### config.mk
export PLATFORM = sky130hd
export DESIGN_NAME = tt_um_silicon_tinytapeout_lm07
export DESIGN_NICKNAME = d
export VERILOG_FILES = /design/src/rtl/lm07_pkg.sv /design/src/rtl/bcd_to_7seg.sv /design/src/rtl/tt_um_silicon_tinytapeout_lm07.sv
export SDC_FILE = /design/constraint.sdc
export NUM_CORES = 1
export LEC_CHECK = 0
export ABC_AREA = 0
export BUFFER_PORTS_ARGS = -buffer_cell sky130_fd_sc_hd__buf_2
export CORE_ASPECT_RATIO = 0.75
export CORE_UTILIZATION = 55
export CTS_CLUSTER_SIZE = 14
export DETAILED_ROUTE_END_ITERATION = 10
export HOLD_SLACK_MARGIN = 0.08
export PLACE_DENSITY = 0.72
export SKIP_LAST_GASP = 1
export SLEW_MARGIN = 10
export SYNTH_ARGS = -nofsm -noshare
export SYNTH_HDL_FRONTEND = slang
export SYNTH_SLANG_ARGS = --single-unit
export TNS_END_PERCENT = 1
### constraint.sdc
create_clock -name clk -period 14 [get_ports clk]
set_input_delay 0.7 -clock clk [delete_from_list [all_inputs] [get_ports clk]]
set_output_delay 0.7 -clock clk [all_outputs]
set_load 0.005 [all_outputs]
### src/rtl/lm07_pkg.sv
// Shared constants, types and helpers for the LM07 temperature display.
package lm07_pkg;

  // Counter widths
  localparam int unsigned CNT_W = 8;
  localparam int unsigned BIT_W = 3;

  // uio bit positions
  localparam int unsigned UIO_CS       = 0;
  localparam int unsigned UIO_SCK      = 1;
  localparam int unsigned UIO_DISP_LSB = 2;
  localparam int unsigned UIO_SIO      = 5;

  // Direction mask: CS, SCK and the three digit enables are outputs
  localparam logic [7:0] UIO_OE_MASK = 8'b0001_1111;

  // Segment patterns {g,f,e,d,c,b,a} for digits 0..9
  localparam logic [6:0] SEG_CODES [10] = '{
    7'h3F, 7'h06, 7'h5B, 7'h4F, 7'h66,
    7'h6D, 7'h7D, 7'h07, 7'h7F, 7'h6F
  };

  // Digit code that decodes to all segments off
  localparam logic [3:0] DIGIT_BLANK = 4'hF;

  typedef enum logic [1:0] {
    ST_IDLE,
    ST_LOW,
    ST_HIGH,
    ST_DONE
  } spi_state_e;

  // Exact 9-bit binary to 3-digit BCD {hund,tens,ones} by shift-and-add-3
  function automatic logic [11:0] bin_to_bcd(input logic [8:0] bin);
    logic [20:0] sh;
    sh = {12'd0, bin};
    for (int i = 0; i < 9; i++) begin
      for (int d = 0; d < 3; d++) begin
        if (sh[9 + 4*d +: 4] >= 4'd5) begin
          sh[9 + 4*d +: 4] = sh[9 + 4*d +: 4] + 4'd3;
        end
      end
      sh = sh << 1;
    end
    return sh[20:9];
  endfunction

endpackage

### src/rtl/bcd_to_7seg.sv
// Decimal digit to seven-segment pattern; codes above 9 blank the display.
module bcd_to_7seg
  import lm07_pkg::*;
(
  input  logic [3:0] digit,
  output logic [6:0] seg_c
);

  // Table lookup with blanking for non-decimal codes
  always_comb begin
    seg_c = 7'h00;
    case (digit)
      4'd0: seg_c = SEG_CODES[0];
      4'd1: seg_c = SEG_CODES[1];
      4'd2: seg_c = SEG_CODES[2];
      4'd3: seg_c = SEG_CODES[3];
      4'd4: seg_c = SEG_CODES[4];
      4'd5: seg_c = SEG_CODES[5];
      4'd6: seg_c = SEG_CODES[6];
      4'd7: seg_c = SEG_CODES[7];
      4'd8: seg_c = SEG_CODES[8];
      4'd9: seg_c = SEG_CODES[9];
      default: seg_c = 7'h00;
    endcase
  end

endmodule

### src/rtl/tt_um_silicon_tinytapeout_lm07.sv
// Polls an LM07/LM70 SPI sensor, converts to decimal C or F and drives a 7-seg display.
module tt_um_silicon_tinytapeout_lm07
  import lm07_pkg::*;
#(
  parameter int unsigned SCK_HALF  = 2,
  parameter int unsigned POLL_WAIT = 64,
  parameter int unsigned SCAN_DIV  = 16
) (
  input  logic       clk,
  input  logic       rst_n,
  input  logic       ena,
  input  logic [7:0] ui_in,
  output logic [7:0] uo_out,
  input  logic [7:0] uio_in,
  output logic [7:0] uio_out,
  output logic [7:0] uio_oe
);

  localparam int unsigned SCAN_W = (SCAN_DIV > 1) ? $clog2(SCAN_DIV) : 1;

  spi_state_e       state_q, state_d;
  logic [CNT_W-1:0] cnt_q, cnt_d;
  logic [BIT_W-1:0] bit_q, bit_d;
  logic [7:0]       shift_q, shift_d;
  logic [7:0]       temp_q, temp_d;
  logic             cs_q, cs_d;
  logic             sck_q, sck_d;
  logic [2:0]       scan_q, scan_d;
  logic [SCAN_W-1:0] scan_cnt_q, scan_cnt_d;

  logic             sio;
  logic [7:0]       c_val;
  logic [11:0]      f_mul;
  logic [11:0]      f_div;
  logic [8:0]       f_val;
  logic [8:0]       v_val;
  logic [11:0]      bcd;
  logic [3:0]       hund, tens, ones;
  logic [3:0]       digit_sel;
  logic             dp;
  logic [2:0]       disp;
  logic [6:0]       seg_c;
  logic             unused_ok;

  assign sio       = uio_in[UIO_SIO];
  assign unused_ok = &{1'b0, ena, ui_in[7:3], uio_in[7:6], uio_in[4:0]};

  // State and data registers; reset aborts any frame with CS high
  always_ff @(posedge clk or negedge rst_n) begin
    if (!rst_n) begin
      state_q    <= ST_IDLE;
      cnt_q      <= '0;
      bit_q      <= '0;
      shift_q    <= '0;
      temp_q     <= '0;
      cs_q       <= 1'b1;
      sck_q      <= 1'b0;
      scan_q     <= 3'b001;
      scan_cnt_q <= '0;
    end else begin
      state_q    <= state_d;
      cnt_q      <= cnt_d;
      bit_q      <= bit_d;
      shift_q    <= shift_d;
      temp_q     <= temp_d;
      cs_q       <= cs_d;
      sck_q      <= sck_d;
      scan_q     <= scan_d;
      scan_cnt_q <= scan_cnt_d;
    end
  end

  // SPI master: wait with CS high, clock in 8 bits MSB-first, latch the byte
  always_comb begin
    state_d = state_q;
    cnt_d   = cnt_q + CNT_W'(1);
    bit_d   = bit_q;
    shift_d = shift_q;
    temp_d  = temp_q;
    cs_d    = cs_q;
    sck_d   = sck_q;
    case (state_q)
      ST_IDLE: begin
        cs_d  = 1'b1;
        sck_d = 1'b0;
        if (cnt_q == CNT_W'(POLL_WAIT)) begin
          cnt_d   = '0;
          cs_d    = 1'b0;
          bit_d   = '0;
          state_d = ST_LOW;
        end
      end
      ST_LOW: begin
        if (cnt_q == CNT_W'(SCK_HALF - 1)) begin
          cnt_d   = '0;
          sck_d   = 1'b1;
          shift_d = {shift_q[6:0], sio};
          state_d = ST_HIGH;
        end
      end
      ST_HIGH: begin
        if (cnt_q == CNT_W'(SCK_HALF - 1)) begin
          cnt_d = '0;
          sck_d = 1'b0;
          if (bit_q == BIT_W'(7)) begin
            state_d = ST_DONE;
          end else begin
            bit_d   = bit_q + BIT_W'(1);
            state_d = ST_LOW;
          end
        end
      end
      ST_DONE: begin
        cnt_d   = '0;
        cs_d    = 1'b1;
        temp_d  = shift_q;
        state_d = ST_IDLE;
      end
      default: begin
        cnt_d   = '0;
        cs_d    = 1'b1;
        sck_d   = 1'b0;
        state_d = ST_IDLE;
      end
    endcase
  end

  // Digit scanner for the external multiplexed display
  always_comb begin
    scan_d     = scan_q;
    scan_cnt_d = scan_cnt_q + SCAN_W'(1);
    if (scan_cnt_q == SCAN_W'(SCAN_DIV - 1)) begin
      scan_cnt_d = '0;
      scan_d     = {scan_q[1:0], scan_q[2]};
    end
  end

  // Temperature conversion: 2 C per LSB, negatives clamp to 0, optional F
  always_comb begin
    c_val = temp_q[7] ? 8'd0 : {temp_q[6:0], 1'b0};
    f_mul = 12'(c_val) * 12'd9;
    f_div = f_mul / 12'd5;
    f_val = 9'(f_div) + 9'd32;
    v_val = ui_in[2] ? f_val : 9'(c_val);
    bcd   = bin_to_bcd(v_val);
    hund  = bcd[11:8];
    tens  = bcd[7:4];
    ones  = bcd[3:0];
  end

  // Digit selection: fixed onboard digit or scanned external digits
  always_comb begin
    digit_sel = tens;
    dp        = 1'b0;
    disp      = 3'b000;
    if (!ui_in[0]) begin
      digit_sel = ui_in[1] ? ones : tens;
      dp        = (hund != 4'd0);
    end else begin
      disp = scan_q;
      case (scan_q)
        3'b001:  digit_sel = ones;
        3'b010:  digit_sel = tens;
        3'b100:  digit_sel = (hund == 4'd0) ? DIGIT_BLANK : hund;
        default: digit_sel = DIGIT_BLANK;
      endcase
    end
  end

  bcd_to_7seg u_seg (
    .digit (digit_sel),
    .seg_c (seg_c)
  );

  // Pin mapping
  always_comb begin
    uo_out                       = {dp, seg_c};
    uio_out                      = 8'h00;
    uio_out[UIO_CS]              = cs_q;
    uio_out[UIO_SCK]             = sck_q;
    uio_out[UIO_DISP_LSB +: 3]   = disp;
    uio_oe                       = UIO_OE_MASK;
  end

endmodule

; Yosys cells after proc, flatten, opt, wreduce, memory -nomap -nowiden
; Memories as Yosys holds them, arrays and structs flattened.
; Index checks and enable logic that the tools add are counted.
[word_totals]
reg_bits = 38
latchBits = 0
ram_bits = 0
rom_bits = 112
inputBits = 19
output_inout_bits = 24
wordCells = 130
n_memories = 1
[op_classes]
addsub = 25
multipliers = 1
n_div = 1
n_lt_le_gt_ge = 21
eq_ne = 14
shifts = 0
n_mux = 47
n_bitwise = 0
reduce_logical = 11
[memory_table]
columns = memory, words, width, rd, rd_clocked_by_memory_dff, write_ports, line_no
row1 = (no name shown), 16, 7, 1, 0, 0, bcd_to_7seg.sv:12  ; case (digit)
[op_table]
columns = operator, count
row1 = "4-bit by 3-bit greater-or-equal comparator with 1-bit output, second input constant", 18
row2 = 4-bit 2-to-1 mux, 17
row3 = "4-bit by 2-bit adder with 4-bit output, second input constant", 13
row4 = 3-bit 2-to-1 mux, 12
row5 = 8-bit 2-to-1 mux, 3
row6 = 8-bit one-hot mux with 3 select lines, 1
row7 = "3-bit by 2-bit adder with 3-bit output, second input constant", 5
row8 = "12-bit by 3-bit divider with 12-bit output, second input constant", 1
row9 = "8-bit by 4-bit multiplier with 12-bit output, second input constant", 1
row10 = 4-bit one-hot mux with 3 select lines, 1
row11 = "9-bit by 6-bit adder with 9-bit output, second input constant", 1
row12 = 9-bit 2-to-1 mux, 1
row13 = "8-bit by 1-bit adder with 8-bit output, second input constant", 1
row14 = "8-bit by 1-bit == test with 1-bit output, second input constant", 1
row15 = "8-bit by 7-bit == test with 1-bit output, second input constant", 1
row16 = 2-bit 2-to-1 mux, 4
row17 = "2-bit inequality test, second input constant", 4
row18 = 2-bit one-hot mux with 4 select lines, 1
row19 = "1-bit by 2-bit adder with 3-bit output, both inputs constant", 2
row20 = "3-bit == test, second input constant", 2
row21 = "1-bit by 3-bit greater-or-equal comparator with 1-bit output, both inputs constant", 2
row22 = 3-bit one-hot mux with 2 select lines, 1
row23 = 3-bit AND reduction, 2
row24 = "4-bit by 1-bit adder with 4-bit output, second input constant", 1
row25 = other kinds (19), 24

; Depth between registers and ports, before layout
; Gate-level depths: netlist (run 1).
; An unclocked memory read counts as a cell.
[depth]
word_depth = 26
mapped_depth = 69

; Cells and area by module
; From an unflattened synthesis (run 1), not the netlist that was laid out.
[unflattened]
cells_unflattened = 647
hier_area_um2 = 5356.4
[modules_own_cells]
columns = mod, instances, cells_per_inst, area_each_um2
row1 = tt_um_silicon_tinytapeout_lm07, 1, 619, 5137.4
row2 = bcd_to_7seg, 1, 28, 219.0

; Worst setup path before layout (run 1)
; OpenSTA, ideal clock, no wires.
[synth_path]
kind = reg2out
startpoint = register temp_q[7]
endpoint = output port uo_out[4]
arrival_ns = 11.854
t_required_ns = 13.300
path_slack_ns = 1.446
path_stages_with_launch = 64
path_buffers = 2
path_cell_list = dfrtp_1 > clkbuf_1 > nor2b_1 > and2_1 > ha_1 > inv_1 > fa_1 > and2b_1 > o21a_1 > o31a_1 > o32ai_1 > and3_1 > buf_6 > o31ai_2 > a2bb2oi_1 > and2_1 > inv_1 > ha_1 > [... 28 more ...] > o31ai_2 > and2_4 > xnor2_1 > ha_1 > inv_1 > nor2_1 > o31ai_1 > xnor2_1 > ha_1 > inv_1 > nor2_1 > a2111oi_0 > a211oi_2 > xnor2_1 > mux2_2 > a32o_2 > ha_1 > a221o_1
[synth_via]
elab_chain_cells = 26
word_cells_on_any_way = 68
[synth_rtl]
columns = item, line_no
row1 = start: declaration, tt_um_silicon_tinytapeout_lm07.sv:25  ; logic [7:0] temp_q, temp_d;
row2 = start signal: assignment, tt_um_silicon_tinytapeout_lm07.sv:65  ; temp_q <= temp_d;
row3 = 8-bit 2-to-1 mux *, tt_um_silicon_tinytapeout_lm07.sv:140  ; c_val = temp_q[7] ? 8'd0 : {temp_q[6:0], 1'b0};
row4 = 8-bit by 4-bit multiplier with 12-bit output, tt_um_silicon_tinytapeout_lm07.sv:141  ; f_mul = 12'(c_val) * 12'd9;
row5 = 12-bit by 3-bit divider with 12-bit output, tt_um_silicon_tinytapeout_lm07.sv:142  ; f_div = f_mul / 12'd5;
row6 = 9-bit by 6-bit adder with 9-bit output, tt_um_silicon_tinytapeout_lm07.sv:143  ; f_val = 9'(f_div) + 9'd32;
row7 = 9-bit 2-to-1 mux *, tt_um_silicon_tinytapeout_lm07.sv:144  ; v_val = ui_in[2] ? f_val : 9'(c_val);
row8 = 1-bit by 3-bit greater-or-equal comparator with 1-bit output or 1-bit by 2-bit adder with 3-bit output (tied branches), "lm07_pkg.sv:39, lm07_pkg.sv:40"
row9 = 3-bit 2-to-1 mux, lm07_pkg.sv:39  ; if (sh[9 + 4*d +: 4] >= 4'd5) begin
row10 = 4-bit by 2-bit adder with 4-bit output or 4-bit by 3-bit greater-or-equal comparator with 1-bit output (tied branches), "lm07_pkg.sv:40, lm07_pkg.sv:39"
row11 = [... 10 more ...], --
row12 = 4-bit 2-to-1 mux or 3-bit 2-to-1 mux (tied branches), lm07_pkg.sv:39
row13 = "4-bit by 2-bit adder with 4-bit output, or another cell as far along", lm07_pkg.sv:40  ; sh[9 + 4*d +: 4] = sh[9 + 4*d +: 4] + 4'd3;
row14 = 4-bit 2-to-1 mux or 3-bit 2-to-1 mux (tied branches), lm07_pkg.sv:39
row15 = 4-bit zero test, tt_um_silicon_tinytapeout_lm07.sv:164  ; 3'b100: digit_sel = (hund == 4'd0) ? DIGIT_BLANK : hund;
row16 = 4-bit 2-to-1 mux, tt_um_silicon_tinytapeout_lm07.sv:164
row17 = 4-bit one-hot mux with 3 select lines, tt_um_silicon_tinytapeout_lm07.sv:161  ; case (scan_q)
row18 = 4-bit 2-to-1 mux *, tt_um_silicon_tinytapeout_lm07.sv:156  ; if (!ui_in[0]) begin
row19 = memory read 16 x 7 bit *, --
row20 = end: declaration, tt_um_silicon_tinytapeout_lm07.sv:13  ; output logic [7:0] uo_out,
; Mark *: on every way between the ends. The rest lies on a longest branch, timed or not.

; Worst setup path after layout (run 1)
[layout_path]
startpoint = register temp_q[7]
endpoint = output port uo_out[2]
; The elaborated chain is that of the path after synthesis.

==> results of run 1 <==
## per-stage QoR
stage / utilization / total power, uW / hold WS [ps]
final: 0.662 / 370 / 483
after global routing: 0.662 / 389 / 505
after CTS: 0.637 / 365 / 489
after detailed placement: 0.618 / 218 / 472
after global placement: 0.618 / 213 / 466
after floorplan: - / 183 / 404
## final timing paths
kind	startpoint	to	slack, ps	cells past startpoint
min in group asynchronous	rst_n	scan_cnt_q[0]	520	1
worst min-delay path	cs_q	cs_q	480	2
max in group asynchronous	rst_n	temp_q[7]	12890	1
worst min register to register	cs_q	cs_q	480	2
worst max-delay path	temp_q[7]	uo_out[2]	670	71
worst max register to register	cnt_q[5]	cnt_q[3]	11710	7
## final cells by class
class,instances,share of cell area
multi-input cells,623,0.686
flip-flops and latches,38,0.140
repair buffers,87,0.0916
inverters,52,0.0287
well taps,136,0.0250
clock buffers,5,0.0184
clock inverters,3,0.0101
## cells in the final DEF (no fill, tap or decap), types with 12 or more instances in the layout
cell type,instances
sky130_fd_sc_hd__dfrtp_1,35
sky130_fd_sc_hd__mux2_2,23
sky130_fd_sc_hd__o211ai_1,12
sky130_fd_sc_hd__nor2_1,66
sky130_fd_sc_hd__nor3_1,16
sky130_fd_sc_hd__nand2b_1,18
sky130_fd_sc_hd__inv_1,45
sky130_fd_sc_hd__buf_4,67
sky130_fd_sc_hd__nand2_1,50
sky130_fd_sc_hd__and2_1,14
sky130_fd_sc_hd__o21ai_0,38
sky130_fd_sc_hd__ha_1,41
sky130_fd_sc_hd__a21oi_1,33
sky130_fd_sc_hd__buf_2,18
sky130_fd_sc_hd__nand3_1,25
## worst max-delay path: cells and delay by family (launching register included)
kind / cells / cell delay (ps)
AO/OA/AOI/OAI: 16 / 3370
XOR/XNOR: 5 / 650
adder cells (fa/ha/maj): 10 / 2090
buffers and inverters: 16 / 1900
flip-flops: 1 / 460
multiplexers: 2 / 350
AND/OR/NAND/NOR: 22 / 3500
## power breakdown
| part | switching [uW] | internal [uW] |
|---|---|---|
| combinational | 61.3 | 52.9 |
| clock | 43.1 | 102 |
| sequential | 0.0942 | 110 |
## registers in the layout, indices dropped and copies added (netlist names), 2 cells and up
name,count
bit_q,3
cnt_q,8
scan_cnt_q,4
scan_q,3
shift_q,8
state_q,2
temp_q,8
## kinds of logic (layout without fill, tap and decap cells)
logic type / Yosys count / count (layout)
compound gates: 241 / 241
fa+ha+maj: 43 / 43
xor+xnor: 21 / 21
other cells: 2 / 11
mux: 38 / 38
simple gates: 269 / 269
flops: 38 / 38
buf+inv: 89 / 147
## timing repair
action | in CTS | in global routing
endpoints found under the setup margin | 3 | 8
gates cloned | 0 | 0
gates resized for setup | 1 | 48
pin swaps | 0 | 9
buffers inserted | 0 | 6
## layer usage
layer | wire length [um] | part of all wire | vias up
met3 | 949 | 0.060 | 16
li1 | - | - | 2894
met4 | 89 | 0.0056 | 0
met2 | 7240 | 0.46 | 236
met1 | 7480 | 0.47 | 2825
met5 | 0 | 0 | -
==> flow_metrics.env, run 1 <==
export IMPL_status="completed"
export IMPL_met1_routing_resource_usage_after_global_routing=0.420
export IMPL_placement_io_buffers=18
export IMPL_final_hold_viol_count=0
export IMPL_finalCritPeriodShare=0.952
export IMPL_i_o_pin_total=43
export IMPL_global_route_usage_total=0.288
export IMPL_core_area_sq_um=10300
export IMPL_worst_pin_slew_ps=1030
export IMPL_placement_cell_area_sq_um=6360
export IMPL_mappedNetlistArea_sq_um=5820
export IMPL_postSynthAreaPerCell_sq_um=7.85
export IMPL_grt_max_degree=39
export IMPL_nFillCells=851
export IMPL_number_of_core_rows=32
export IMPL_first_global_vias=5605
export IMPL_insertedDiodeCount=0
export IMPL_critical_path_slowest_cell="sky130_fd_sc_hd__dfrtp_2"
export IMPL_critPathArrivalTime_ps=12630
export IMPL_clk_latency_ps=280
export IMPL_drt_total_wl_um=15800
export IMPL_timing_critical_path_mode_cell="sky130_fd_sc_hd__ha_1"
export IMPL_tritoncts_num_sinks=38
export IMPL_finalSetupViolCount=0
export IMPL_antenna_violating_nets_post_route=0
export IMPL_drc_errors=0
export IMPL_die_width_um=121
export IMPL_postCtsHoldBufs=0
export IMPL_critical_path_endpoint_type="primary output"
export IMPL_timing_worst_setup_path_type="flop to primary output"
export IMPL_combinational_family_with_the_most_area_after_synthesis="compound AO/OA/AOI/OAI gates"
export IMPL_post_route_cells_drive_above_1_share=0.251
export IMPL_areaGrowthSynthToFinish_pct=17.1
export IMPL_dp_cells=930
export IMPL_routabilityCongestion=0.969
export IMPL_drv_cap=0
export IMPL_primary_flip_flop_cell_chosen_by_synthesis_mapping="sky130_fd_sc_hd__dfrtp_1"
export IMPL_period_minus_slack_ps=13330
export IMPL_tritoncts="built"
export IMPL_fmax_ghz=0.0750
export IMPL_power_per_cell_area_nw_per_um2=54.3
export IMPL_synth_fa_ha_area_frac=0.0938
export IMPL_detail_route_vias_per_cell=6.33
export IMPL_number_of_clock_buffers_inserted_by_tritoncts=5
export IMPL_gr_max_usage_layer="met2"
export IMPL_timing_max_slew_rel_slack=0.306
export IMPL_post_synth_edffs=0
export IMPL_ys_seq_elements=38
export IMPL_grt_first_pass_wirelength_um=26500
export IMPL_power_ir_vdd_worst_v=0.0000948
export IMPL_synth_top_cells_by_area="sky130_fd_sc_hd__dfrtp_1 (15%), sky130_fd_sc_hd__ha_1 (9.0%), sky130_fd_sc_hd__nor2_1 (4.5%), sky130_fd_sc_hd__mux2_2 (4.5%), sky130_fd_sc_hd__o21ai_0 (3.4%)"
export IMPL_finalMaxSlewViolations=0
export IMPL_design_final_nets=869
export IMPL_seq_area_frac_synth=0.164
export IMPL_finish_instance_area_sq_um=6810
export IMPL_multi_input_area_sq_um=4670
export IMPL_final_seq_area_sq_um=955
export IMPL_antenna_violations_before_repair=0
export IMPL_critPathMaxFanout=12
export IMPL_synthXorXnorAreaFrac=0.0316
export IMPL_drt_iter0_markers=601
export IMPL_post_synth_top_area_cell="sky130_fd_sc_hd__dfrtp_1"
export IMPL_timing_critical_path_slowest_cell_delay_ps=460
export IMPL_power_leakage_uw=0.00306
export IMPL_final_instance_count_excl_fill=944
export IMPL_post_synth_num_cell_types=104
export IMPL_dp_hpwl_um=11900
export IMPL_cts_root_buffer="sky130_fd_sc_hd__clkbuf_16"
export IMPL_clkSlewWorstSetupHoldPaths_ps=60
export IMPL_dieHeight_um=91.1
export IMPL_yosys_cell_count_top_type="sky130_fd_sc_hd__nor2_1"
export IMPL_dp_worst_setup_slack_ps=306
export IMPL_dieArea_sq_um=11000
export IMPL_worst_endpoint_required_ps=13300
export IMPL_global_route_usage_met2=0.466
export IMPL_synthMuxAreaShare=0.0778
export IMPL_asyncSetResetFlopFracSynth=1.00
export IMPL_ctsHtreeMaxLevel=2
export IMPL_list_of_most_frequent_post_synthesis_cells="sky130_fd_sc_hd__nor2_1 (70), sky130_fd_sc_hd__nand2_1 (51), sky130_fd_sc_hd__inv_1 (46)"
export IMPL_post_synth_and_or_nand_nor_area_fraction=0.240
export IMPL_overflow=0
export IMPL_dr_total_vias=5971
export IMPL_synthCells=741
export IMPL_launching_element_type_of_the_critical_path="flop"
export IMPL_clock_skew_final_ps=5.62
export IMPL_drtPass1Iterations=5
export IMPL_grt_use_met3=0.0276
export IMPL_hold_path_class="flop to flop"
export IMPL_synth_compound_gate_area_share=0.320
export IMPL_setup_tns_final_ps=0
export IMPL_fin_ws_ps=674
export IMPL_floorplan_initialDensity=0.565
export IMPL_avgRoutedWirePerCell_um=16.7
export IMPL_yosysTopAreaCellShare=0.155
export IMPL_synth_warnings=0
export IMPL_clk_path_buf_depth=2
Note: power is estimated with default switching activity, not from simulation.
==> run 2, diff against run 1 <==
CORE_MARGIN = 2   (was default)
RECOVER_POWER = 50   (was default)
==> flow_metrics.env, run 2 (synthesized netlist as in run 1, its figures left out) <==
export IMPL_status="finished, violations left"
export IMPL_violated_checks="max-capacitance violations, max-slew violations"
export IMPL_drtPass1Iterations=5
export IMPL_clk_latency_ps=280
export IMPL_power_leakage_uw=0.00305
export IMPL_utilization=0.662
export IMPL_overflow=0
export IMPL_detail_route_vias_per_cell=6.33
export IMPL_tritoncts="built"
export IMPL_grt_max_degree=39
export IMPL_power_ir_vdd_worst_v=0.0000860
export IMPL_global_route_usage_total=0.270
export IMPL_core_area_sq_um=10300
export IMPL_timing_critical_path_slowest_cell_delay_ps=470
export IMPL_postCtsHoldBufs=0
export IMPL_first_global_vias=5595
export IMPL_finalCritPeriodShare=0.949
export IMPL_critPathArrivalTime_ps=12590
export IMPL_antenna_violations_before_repair=0
export IMPL_drt_total_wl_um=15500
export IMPL_insertedDiodeCount=0
export IMPL_timing_critical_path_mode_cell="sky130_fd_sc_hd__ha_1"
export IMPL_nFillCells=835
export IMPL_grt_first_pass_wirelength_um=25800
export IMPL_ctsHtreeMaxLevel=2
export IMPL_layout_common_cells="sky130_fd_sc_hd__buf_4 (71), sky130_fd_sc_hd__nor2_1 (67), sky130_fd_sc_hd__nand2_1 (51)"
export IMPL_clock_skew_final_ps=4.69
export IMPL_cts_root_buffer="sky130_fd_sc_hd__clkbuf_16"
export IMPL_hold_path_class="flop to flop"
export IMPL_dieHeight_um=93.1
export IMPL_worst_pin_slew_ps=1910
export IMPL_drt_iter0_markers=445
export IMPL_placement_io_buffers=18
export IMPL_dieArea_sq_um=11400
export IMPL_reg_largest_list="cnt_q (8), shift_q (8), temp_q (8)"
export IMPL_period_minus_slack_ps=13290
export IMPL_layout_commonest_cell="sky130_fd_sc_hd__buf_4"
export IMPL_final_hold_viol_count=0
export IMPL_critPathMaxFanout=12
export IMPL_dr_total_vias=5990
export IMPL_power_per_cell_area_nw_per_um2=54.0
export IMPL_critical_path_slowest_cell="sky130_fd_sc_hd__dfrtp_2"
export IMPL_critical_path_endpoint_type="primary output"
export IMPL_antenna_violating_nets_post_route=0
export IMPL_floorplan_initialDensity=0.565
export IMPL_avgRoutedWirePerCell_um=16.3
export IMPL_clkSlewWorstSetupHoldPaths_ps=60
export IMPL_totalPowerFinal_uw=368
export IMPL_worst_endpoint_required_ps=13300
export IMPL_post_route_cells_drive_above_1_share=0.247
export IMPL_dp_hpwl_um=11800
export IMPL_number_of_clock_buffers_inserted_by_tritoncts=5
export IMPL_timing_worst_setup_path_type="flop to primary output"
export IMPL_hold_worst_slack_ps=471
export IMPL_routabilityCongestion=0.966
export IMPL_timing_critical_path_from="temp_q[7]"
export IMPL_i_o_pin_total=43
export IMPL_regToRegStartpoint="cnt_q[5]"
export IMPL_finalSetupViolCount=0
export IMPL_launching_element_type_of_the_critical_path="flop"
export IMPL_drc_errors=0
export IMPL_tritoncts_num_sinks=38
export IMPL_die_width_um=123
export IMPL_clk_path_buf_depth=2
export IMPL_dp_cells=932
export IMPL_areaGrowthSynthToFinish_pct=17.1
export IMPL_design_final_nets=871
export IMPL_fmax_ghz=0.0752
export IMPL_min_from="cs_q"
export IMPL_final_instance_count_excl_fill=946
export IMPL_number_of_core_rows=32
export IMPL_drv_cap=1
export IMPL_timing_max_slew_rel_slack=-0.273
export IMPL_finalMaxSlewViolations=39
run 2: changes by cell type in the layout (fill, tap and decap cells not counted), moves of 2 or more:
cell	delta
sky130_fd_sc_hd__and3_1	-2
sky130_fd_sc_hd__and3_2	+2
sky130_fd_sc_hd__buf_4	+4
sky130_fd_sc_hd__o31ai_1	+2
sky130_fd_sc_hd__o31ai_2	-2
sky130_fd_sc_hd__xor2_2	-2
run 2: routing by layer:
metal / track usage / up-vias / wire [um]
met5: 0 / - / 0
met4: 0.0613 / 0 / 170
met2: 0.431 / 246 / 6950
met3: 0.0317 / 22 / 1020
li1: - / 2904 / -
met1: 0.389 / 2818 / 7320
run 2: stage by stage:
stage / area (sq um) / setup slack [ps] / setup TNS [ps]
2_1_floorplan: 5850 / 1450 / 0
6_report: 6810 / 708 / 0
3_5_place_dp: 6380 / 364 / 0
4_1_cts: 6580 / 2.33 / 0
5_1_grt: 6810 / -43.0 / -82.2
3_3_place_gp: 6380 / 679 / 0
run 2: cell type report:
type | count | area (sq um) | area share
Clock buffer | 6 | 139 | 0.0204
Timing Repair Buffer | 89 | 622 | 0.0913
Clock inverter | 2 | 60.1 | 0.00882
Tap cell | 136 | 170 | 0.0250
Inverter | 52 | 195 | 0.0287
Multi-Input combinational cell | 623 | 4670 | 0.686
Sequential cell | 38 | 955 | 0.140
run 2: path summary, 6_finish.rpt:
check / to / slack (ps) / depth (start not counted)
max: uo_out[4] / 710 / 65
max in group asynchronous: temp_q[7] / 11810 / 1
min in group asynchronous: scan_cnt_q[0] / 950 / 1
min: cs_q / 470 / 2
min reg2reg: cs_q / 470 / 2
max reg2reg: bit_q[0] / 11760 / 6
run 2: critical path: cells and delay by family, from the launching register on:
kind | cells | cell delay, ps
buf+inv | 11 | 1090
compound gates | 18 | 4180
mux | 2 | 340
simple gates | 21 | 3580
xor+xnor | 3 | 550
flops | 1 | 470
fa+ha+maj | 10 | 2090
run 2: where the power goes:
part / switching [uW] / internal, uW
clock: 40.3 / 107
sequential: 0.0931 / 110
combinational: 58.9 / 51.4
total: 99.3 / 268
run 2: what timing repair did:
| item | CTS | global route |
|---|---|---|
| buffers inserted | 0 | 6 |
| endpoints found under the setup margin | 0 | 8 |
| resized for setup | 0 | 47 |
